===== config.mk =====
export PLATFORM = sky130hd
export DESIGN_NAME = fetch_sequencer
export DESIGN_NICKNAME = d
export VERILOG_FILES = /design/src/rtl/fetch_seq_pkg.sv /design/src/rtl/byte_word_packer.sv /design/src/rtl/fetch_sequencer.sv
export SDC_FILE = /design/constraint.sdc
export NUM_CORES = 1
export LEC_CHECK = 0
export BUFFER_PORTS_ARGS = -buffer_cell sky130_fd_sc_hd__buf_4
export CAP_MARGIN = 20
export CORE_AREA = 2 2 97 99
export CTS_CLUSTER_DIAMETER = 100
export DETAILED_ROUTE_END_ITERATION = 16
export DIE_AREA = 0 0 99 101
export PLACE_DENSITY = 0.77
export RECOVER_POWER = 25
export SLEW_MARGIN = 10
export SYNTH_ARGS = -nofsm -noshare
export SYNTH_HDL_FRONTEND = slang
export SYNTH_SLANG_ARGS = --single-unit

===== constraint.sdc =====
create_clock -name i_clk -period 2.3 [get_ports i_clk]
set_clock_uncertainty 0.1 [all_clocks]
set_input_delay 0 -clock i_clk [delete_from_list [all_inputs] [get_ports i_clk]]
set_output_delay 0 -clock i_clk [all_outputs]
set_load 0.01 [all_outputs]

===== src/rtl/fetch_seq_pkg.sv =====
// Shared definitions for the fetch sequencer: FSM state encodings, UART
// command bytes and the default halt opcode / drain length.
package fetch_seq_pkg;

    typedef enum logic [2:0] {
        ST_IDLE    = 3'd0,
        ST_LOAD    = 3'd1,
        ST_RESTART = 3'd2,
        ST_RUN     = 3'd3,
        ST_STEP    = 3'd4,
        ST_DRAIN   = 3'd5,
        ST_DONE    = 3'd6
    } state_t;

    localparam logic [7:0] CMD_LOAD = 8'h4C;  // 'L'
    localparam logic [7:0] CMD_CONT = 8'h43;  // 'C'
    localparam logic [7:0] CMD_STEP = 8'h53;  // 'S'
    localparam logic [7:0] CMD_NEXT = 8'h4E;  // 'N'

    localparam logic [31:0] HALT_INSTR_DEFAULT   = 32'hFFFF_FFFF;
    localparam int          DRAIN_CYCLES_DEFAULT = 4;

endpackage


===== src/rtl/byte_word_packer.sv =====
// Packs four UART bytes, MSB first, into one instruction word.
// Ports:
//   i_clk, i_rst     clock, synchronous active-low reset
//   i_clear          synchronous clear of word, byte counter and strobe
//   i_byte_valid     shift i_byte in this cycle
//   i_byte           received byte
//   o_word           packed word (stable while o_word_valid is high)
//   o_word_valid     one-cycle pulse, the cycle after the 4th byte
module byte_word_packer #(
    parameter int LEN = 32
) (
    input  logic           i_clk,
    input  logic           i_rst,
    input  logic           i_clear,
    input  logic           i_byte_valid,
    input  logic [7:0]     i_byte,
    output logic [LEN-1:0] o_word,
    output logic           o_word_valid
);

    logic [LEN-1:0] r_word;
    logic [1:0]     r_byte_cnt;
    logic           r_word_valid;

    // NOTE: sequential state uses non-blocking assignments so every register
    // samples the pre-edge values regardless of statement order.
    always_ff @(posedge i_clk) begin
        if (!i_rst || i_clear) begin
            r_word       <= '0;
            r_byte_cnt   <= 2'd0;
            r_word_valid <= 1'b0;
        end else begin
            r_word_valid <= 1'b0;
            if (i_byte_valid) begin
                r_word     <= {r_word[LEN-9:0], i_byte};
                r_byte_cnt <= r_byte_cnt + 2'd1;
                if (r_byte_cnt == 2'd3) begin
                    r_word_valid <= 1'b1;
                end
            end
        end
    end

    assign o_word       = r_word;
    assign o_word_valid = r_word_valid;

endmodule


===== src/rtl/fetch_sequencer.sv =====
// Fetch sequencer: loads a program from the UART RX stream into instruction
// RAM, then runs the PC/pipeline continuously or single-stepped until the
// HALT word reaches the IF output register, drains the pipeline and stops.
// Ports:
//   i_clk, i_rst              clock, synchronous active-low reset
//   i_rx_data, i_rx_valid     UART byte and its one-cycle strobe
//   i_instr                   instruction in the IF output register
//   o_im_we/addr/data         instruction RAM port A write
//   o_core_rst_n              active-low reset to PC and pipeline
//   o_pc_en, o_pipe_en        PC and pipeline register enables
//   o_state                   current FSM state
//   o_load_err                sticky load overflow flag
//   o_cycle_count             saturating count of enabled pipeline cycles
module fetch_sequencer
    import fetch_seq_pkg::*;
#(
    parameter int          LEN          = 32,
    parameter int          ADDR_W       = 11,
    parameter logic [31:0] HALT_INSTR   = HALT_INSTR_DEFAULT,
    parameter int          DRAIN_CYCLES = DRAIN_CYCLES_DEFAULT
) (
    input  logic              i_clk,
    input  logic              i_rst,
    input  logic [7:0]        i_rx_data,
    input  logic              i_rx_valid,
    input  logic [LEN-1:0]    i_instr,
    output logic              o_im_we,
    output logic [ADDR_W-1:0] o_im_addr,
    output logic [LEN-1:0]    o_im_data,
    output logic              o_core_rst_n,
    output logic              o_pc_en,
    output logic              o_pipe_en,
    output logic [2:0]        o_state,
    output logic              o_load_err,
    output logic [31:0]       o_cycle_count
);

    localparam logic [7:0] DRAIN_LAST = 8'(DRAIN_CYCLES - 1);

    state_t            r_state, w_next_state;
    logic [ADDR_W-1:0] r_addr;
    logic              r_load_err;
    logic [31:0]       r_cycle_count;
    logic [7:0]        r_drain_cnt;
    logic              r_mode_step;
    logic              r_step_pulse;

    logic           w_rx_load, w_rx_cont, w_rx_step, w_rx_next;
    logic           w_halt, w_cmd_state, w_start_load;
    logic           w_word_valid, w_word_halt, w_addr_last;
    logic [LEN-1:0] w_word;
    logic           w_im_we, w_core_rst_n, w_pc_en, w_pipe_en;

    assign w_rx_load = i_rx_valid && (i_rx_data == CMD_LOAD);
    assign w_rx_cont = i_rx_valid && (i_rx_data == CMD_CONT);
    assign w_rx_step = i_rx_valid && (i_rx_data == CMD_STEP);
    assign w_rx_next = i_rx_valid && (i_rx_data == CMD_NEXT);

    assign w_halt       = (i_instr == HALT_INSTR);
    assign w_cmd_state  = (r_state == ST_IDLE) || (r_state == ST_DONE);
    assign w_start_load = w_cmd_state && w_rx_load;
    assign w_word_halt  = (w_word == HALT_INSTR);
    assign w_addr_last  = &r_addr;

    byte_word_packer #(.LEN(LEN)) u_packer (
        .i_clk        (i_clk),
        .i_rst        (i_rst),
        .i_clear      (w_start_load),
        .i_byte_valid (i_rx_valid && (r_state == ST_LOAD)),
        .i_byte       (i_rx_data),
        .o_word       (w_word),
        .o_word_valid (w_word_valid)
    );

    // NOTE: every signal driven here gets a default first, so no path through
    // the case statement can leave one unassigned and infer a latch.
    always_comb begin
        w_next_state = r_state;
        w_im_we      = 1'b0;
        w_core_rst_n = 1'b1;
        w_pc_en      = 1'b0;
        w_pipe_en    = 1'b0;
        unique case (r_state)
            ST_IDLE: begin
                w_core_rst_n = 1'b0;
                if (w_rx_load)                   w_next_state = ST_LOAD;
                else if (w_rx_cont || w_rx_step) w_next_state = ST_RESTART;
            end
            ST_LOAD: begin
                w_core_rst_n = 1'b0;
                w_im_we      = w_word_valid;
                // A HALT word or the last RAM address ends the load.
                if (w_word_valid && (w_word_halt || w_addr_last)) w_next_state = ST_IDLE;
            end
            ST_RESTART: begin
                w_core_rst_n = 1'b0;
                w_next_state = r_mode_step ? ST_STEP : ST_RUN;
            end
            ST_RUN: begin
                w_pc_en   = 1'b1;
                w_pipe_en = 1'b1;
                if (w_halt) w_next_state = ST_DRAIN;
            end
            ST_STEP: begin
                w_pc_en   = r_step_pulse;
                w_pipe_en = r_step_pulse;
                if (w_halt)         w_next_state = ST_DRAIN;
                else if (w_rx_cont) w_next_state = ST_RUN;
            end
            ST_DRAIN: begin
                w_pipe_en = 1'b1;
                if (r_drain_cnt == DRAIN_LAST) w_next_state = ST_DONE;
            end
            ST_DONE: begin
                if (w_rx_load)                   w_next_state = ST_LOAD;
                else if (w_rx_cont || w_rx_step) w_next_state = ST_RESTART;
            end
            default: w_next_state = ST_IDLE;
        endcase
    end

    always_ff @(posedge i_clk) begin
        if (!i_rst) begin
            r_state       <= ST_IDLE;
            r_addr        <= '0;
            r_load_err    <= 1'b0;
            r_cycle_count <= '0;
            r_drain_cnt   <= 8'd0;
            r_mode_step   <= 1'b0;
            r_step_pulse  <= 1'b0;
        end else begin
            r_state <= w_next_state;

            if (w_start_load) begin
                r_addr     <= '0;
                r_load_err <= 1'b0;
            end else if (w_im_we) begin
                // The address never wraps; a non-HALT write at the top is an overflow.
                if (!w_addr_last)      r_addr     <= r_addr + 1'b1;
                else if (!w_word_halt) r_load_err <= 1'b1;
            end

            if (w_cmd_state && (w_rx_cont || w_rx_step)) r_mode_step <= w_rx_step;

            // HALT wins over a simultaneous 'N', which is then dropped.
            r_step_pulse <= (r_state == ST_STEP) && w_rx_next && !w_halt;

            if (r_state == ST_RESTART)                   r_cycle_count <= '0;
            else if (w_pipe_en && (r_cycle_count != '1)) r_cycle_count <= r_cycle_count + 32'd1;

            r_drain_cnt <= (r_state == ST_DRAIN) ? r_drain_cnt + 8'd1 : 8'd0;
        end
    end

    assign o_im_we       = w_im_we;
    assign o_im_addr     = r_addr;
    assign o_im_data     = w_im_we ? w_word : '0;
    assign o_core_rst_n  = w_core_rst_n;
    assign o_pc_en       = w_pc_en;
    assign o_pipe_en     = w_pipe_en;
    assign o_state       = r_state;
    assign o_load_err    = r_load_err;
    assign o_cycle_count = r_cycle_count;

endmodule


### Yosys cells after proc, flatten, opt, wreduce, memory -nomap -nowiden

Index checks and enable logic that the tools add are counted.

| cells by class | value |
|---|---|
| add/subtract/negate cells | 4 |
| equality and inequality tests | 20 |
| multiplexer cells | 15 |
| bitwise gates (word level) | 4 |
| reduce and logical (&&, ||, !) cells | 29 |

Operators by type and width:

| cell | count |
|---|---|
| 32-bit == test, second input constant | 2 |
| 32-bit by 1-bit adder with 32-bit output, second input constant | 1 |
| 8-bit by 7-bit == test with 1-bit output, second input constant | 4 |
| 32-bit two-way mux | 1 |
| 32-bit != test, second input constant | 1 |
| 3-bit two-way mux | 8 |
| 3-bit case mux with 6 select lines | 1 |
| 13-bit AND reduction | 1 |
| 11-bit by 1-bit adder with 11-bit output, second input constant | 1 |
| 1-bit logical AND | 11 |
| 11-bit AND reduction | 1 |
| 2-bit OR reduction | 5 |
| 3-bit == test, second input constant | 3 |
| 8-bit by 1-bit adder with 8-bit output, second input constant | 1 |
| 8-bit by 2-bit == test with 1-bit output, second input constant | 1 |
| 3-bit by 2-bit == test with 1-bit output, second input constant | 2 |
| 5-bit AND reduction | 1 |
| 1-bit logical OR | 4 |
| 2-bit != test, second input constant | 2 |
| 1-bit inverter | 4 |
| 1-bit case mux with 2 select lines | 2 |
| 2-bit AND reduction | 2 |
| 3-bit by 1-bit == test with 1-bit output, second input constant | 1 |
| 3-bit logical NOT | 1 |
| 8 further kinds | 11 |

| storage, ports and cells | value |
|---|---|
| register bits | 92 |
| input port bits | 43 |
| logic and storage cells | 82 |

### Depth between registers and ports, before layout

| depth | value |
|---|---|
| depth in word-level cells | 6 |
| gate-level depth with buffers | 9 |
| depth with buffers taken out | 7 |

### Cells and area by module

From an unflattened synthesis, not the netlist that was laid out.

| unflattened totals | value |
|---|---|
| cell total of the unflattened synthesis | 522 |
| area, all modules | 4516.8 µm² |

By module, submodules not included:

| module | instances | cells an instance | area an instance (µm²) | seq. area each (µm²) |
|---|---|---|---|---|
| fetch_sequencer | 1 | 407 | 3210.6 | 1141.1 |
| byte_word_packer | 1 | 115 | 1306.3 | 700.7 |

### Least setup slack after synthesis

No wires, ideal clock.

| timing path | value |
|---|---|
| path type | register -> register |
| start | register r_cycle_count[0] (netlist: o_cycle_count[0]) |
| end | register r_cycle_count[15] (netlist: o_cycle_count[15]) |
| setup time | 128 ps |
| arrival time | 1673 ps |
| required time | 2072 ps |
| setup slack | 399 ps |
| cell stages (with the launch flop) | 7 |
| path buffers | 0 |
| cells stage by stage | dfxtp_1 -> ha_1 -> nand2_1 -> nor4_4 -> a211oi_1 -> xnor2_1 -> nor2_1 |

| between the ends | value |
|---|---|
| cells in the longest elaborated chain, start to end | 2 |
| elaborated cells between the ends (all ways) | 3 |

Ends and longest elaborated chain:

| what | line | RTL |
|---|---|---|
| start: declaration | fetch_sequencer.sv:43 | `logic [31:0] r_cycle_count;` |
| start signal: assignment | fetch_sequencer.sv:149 | `else if (w_pipe_en && (r_cycle_count != '1)) r_cycle_count <= r_cycle_count + 32'd1;` |
| branches (longest 2 deep; another with 32-bit by 1-bit adder with 32-bit output) | -- |  |

Several ways; the timed one is not identified.
A chain may end at the register's enable or synchronous reset.

### Final worst setup path

| timing path | value |
|---|---|
| start | register r_cycle_count[6] (netlist: o_cycle_count[6]) |
| end | register r_cycle_count[10] (netlist: o_cycle_count[10]) |

The elaborated chain is that of the path after synthesis.

==> impl_metrics.json <==
{
  "status": "finished, final reports clean",
  "ys_warn_count": 0,
  "nNetsFinal": 750,
  "antenna_found_initial": 0,
  "cpPeakStageDelay_ns": 0.45,
  "root_buffer": "clkbuf_8",
  "via_per_inst": 5.50,
  "synth_fp_nets": 615,
  "path_max_fanout": 8,
  "dpl.hpwl_um": 8480,
  "cp-start-kind": "flip-flop",
  "first_iter_violations": 184,
  "antenna_cells": 0,
  "portBuffers": 125,
  "rows": 35,
  "cp-end-kind": "flip-flop",
  "synth-edff-count": 0,
  "clkLatencyLatePin_ns": 0.36,
  "finalMaxSlewViolations": 0,
  "path_class": "flip-flop to flip-flop",
  "max_slew_margin": 0.652,
  "fp.dieH_um": 101,
  "first_pass_iters": 5,
  "tritoncts": "yes",
  "synth_seq_cells": 92,
  "clkSinkCount": 92,
  "pwr_density_cell_mw_per_mm2": 483,
  "fin_tns_setup_ns": 0,
  "die_w_um": 99,
  "reg2reg_from": "o_cycle_count[6]",
  "yosysMostFrequentCell": "nand2_1",
  "hold_viol_final": 0,
  "ant_nets": 0,
  "cp_cell_sequence": "and4_4 > and3_1 > and3_1 > a211oi_4 > a211o_1 > nand2_1",
  "vias": 4506,
  "worst_pin_slew_ns": 0.517,
  "syn_inst": 568,
  "cts_buffers": 9,
  "netlist.area_leader.share": 0.401,
  "arrival_ns": 2.36,
  "start_util": 0.511,
  "drc": 0,
  "core_sq_mm": 0.00898,
  "fmax_mhz": 463,
  "globalRouteOverflowTotal": 0,
  "synthTopCellsByCount": "nand2_1 (98), dfxtp_1 (92), nor2_1 (61), a21oi_1 (46), and2_1 (34)",
  "cts_max_level": 3,
  "async_flop_share": 0,
  "grt_usage": 0.230,
  "worstHoldStart": "i_rx_valid",
  "synth_top_flop_cell": "dfxtp_1",
  "cap_violations": 0,
  "dieArea_sq_mm": 0.0100,
  "grt_first_pass_wirelength_um": 19200,
  "synth_area_sq_mm": 0.00459,
  "finalCritPeriodShare": 0.938,
  "synth_cell_types": 54,
  "fillers": 803,
  "p_leak_nw": 2.16,
  "synth_top_cells_by_area": "dfxtp_1 (40%), nand2_1 (8.0%), xnor2_1 (5.7%), a21oi_1 (5.0%), nor2_1 (5.0%)",
  "hp-class": "input port to flip-flop",
  "avgSynthCellArea_sq_um": 8.08,
  "cp_common_cell": "and3_1",
  "clk_path_buf_depth": 2,
  "grt_max_degree": 48,
  "clk_pin_slew_worst_paths_ns": 0.10,
  "gp_congestion": 0.896,
  "required_ns": 2.50,
  "peakVddDrop_mv": 0.286,
  "ios": 126,
  "syn2layout_area_growth_pct": 27.0,
  "synth.largest_area_cell": "dfxtp_1",
  "grt_pass1_vias": 4205,
  "drive_above_1_share": 0.194,
  "finalSetupViolCount": 0,
  "finalWirelength_um": 11700,
  "rsz0062_at_grt": "false",
  "wl_per_cell_um": 14.3,
  "post-route-min-period_ns": 2.16,
  "cp_slowest_cell": "dfxtp_1",
  "whs_ns": 0.105,
  "cp-startpoint": "o_cycle_count[6]",
  "yosysSeqAreaShare": 0.401
}
## layout by cell type, fill, tap and decap left out, types with 7 or more instances in the layout
cell | synthesis | final
and3_1 | 10 | 10
dlygate4sd3_1 | 0 | 9
dfxtp_1 | 92 | 92
nor2_1 | 61 | 61
buf_4 | 2 | 101
nand4_1 | 33 | 33
nand3_1 | 18 | 18
clkbuf_1 | 14 | 44
nor4_1 | 11 | 11
xor2_1 | 13 | 13
o21ai_0 | 8 | 7
a21oi_1 | 46 | 46
clkbuf_8 | 0 | 10
xnor2_1 | 30 | 30
nor3_1 | 7 | 7
inv_1 | 11 | 11
nand2_1 | 98 | 98
and2_1 | 34 | 34
## per-layer routing
metal  vias up  routed length (um)  GRT usage
met1      2124                5050      0.281
met2       129                5850      0.399
met5         -                   0          0
li1       2237                   -          -
met4         0                 173     0.0896
met3        16                 610     0.0451
## worst paths after layout
check	endpoint	slack [ns]	cells after the start
setup / recovery	o_cycle_count[10]	0.14	6
setup reg to reg	o_cycle_count[10]	0.14	6
hold reg to reg	r_drain_cnt[0]	0.37	1
hold / removal	u_packer.o_word[27]	0.10	5
## worst max-delay path: cells and delay by family, from the launching register on
kind / cells / cell delay [ns]
simple gates: 4 / 1.11
flops: 1 / 0.45
compound gates: 2 / 0.43
## where the power goes
part / leakage (nW) / internal, mW / total (mW) / switching (mW)
sequential: 0.741 / 1.59 / 1.59 / 0.000428
clock: 0.0999 / 0.537 / 1.11 / 0.570
combinational: 1.32 / 0.0682 / 0.119 / 0.0504
## area by class of cell
type                            instances  area, sq um  share of cell area
Clock inverter                          5         60.1              0.0103
Sequential cell                        92         1840               0.316
Tap cell                              111          139              0.0238
Inverter                               11         41.3             0.00708
Clock buffer                           11          141              0.0243
Timing Repair Buffer                  154         1030               0.177
Multi-Input combinational cell        435         2580               0.442
## kinds of logic after synthesis
group,share of synthesized area
and+or+nand+nor,0.344
DFF,0.401
AOI/OAI and AO/OA,0.114
xor gates and xnor gates,0.0821
buffers and inverters,0.0417
adders and majority gates,0.0109
muxes,0.00654
## what timing repair did
| action | in CTS | in global routing |
|---|---|---|
| hold endpoints to repair | 13 | 0 |
| resized for setup | 0 | 1 |
| buffers inserted | 0 | 1 |
| hold buffers | 9 | 0 |
| endpoints found under the setup margin | 0 | 3 |
## state kept, by name (all words and copies together), names as in the netlist
| name | count |
|---|---|
| o_cycle_count | 32 |
| u_packer.o_word | 32 |
| o_im_addr | 11 |
| r_drain_cnt | 8 |
| o_state | 3 |
| u_packer.r_byte_cnt | 2 |
| o_load_err | 1 |
| r_mode_step | 1 |
| r_step_pulse | 1 |
| u_packer.o_word_valid | 1 |
## metrics by stage
| stage | worst slack, ns | util | power, mW | std cells | area [sq um] |
|---|---|---|---|---|---|
| after floorplan | 0.399 | - | 1.66 | 568 | 4590 |
| after global placement | 0.256 | 0.633 | 1.73 | 793 | 5690 |
| after detailed placement | 0.211 | 0.633 | 1.73 | 793 | 5690 |
| after CTS | 0.161 | 0.666 | 2.83 | 818 | 5980 |
| after global routing | 0.0227 | 0.649 | 2.91 | 819 | 5830 |
| final | 0.142 | 0.649 | 2.82 | 819 | 5830 |
No activity file was read; power rests on OpenSTA's default activity.
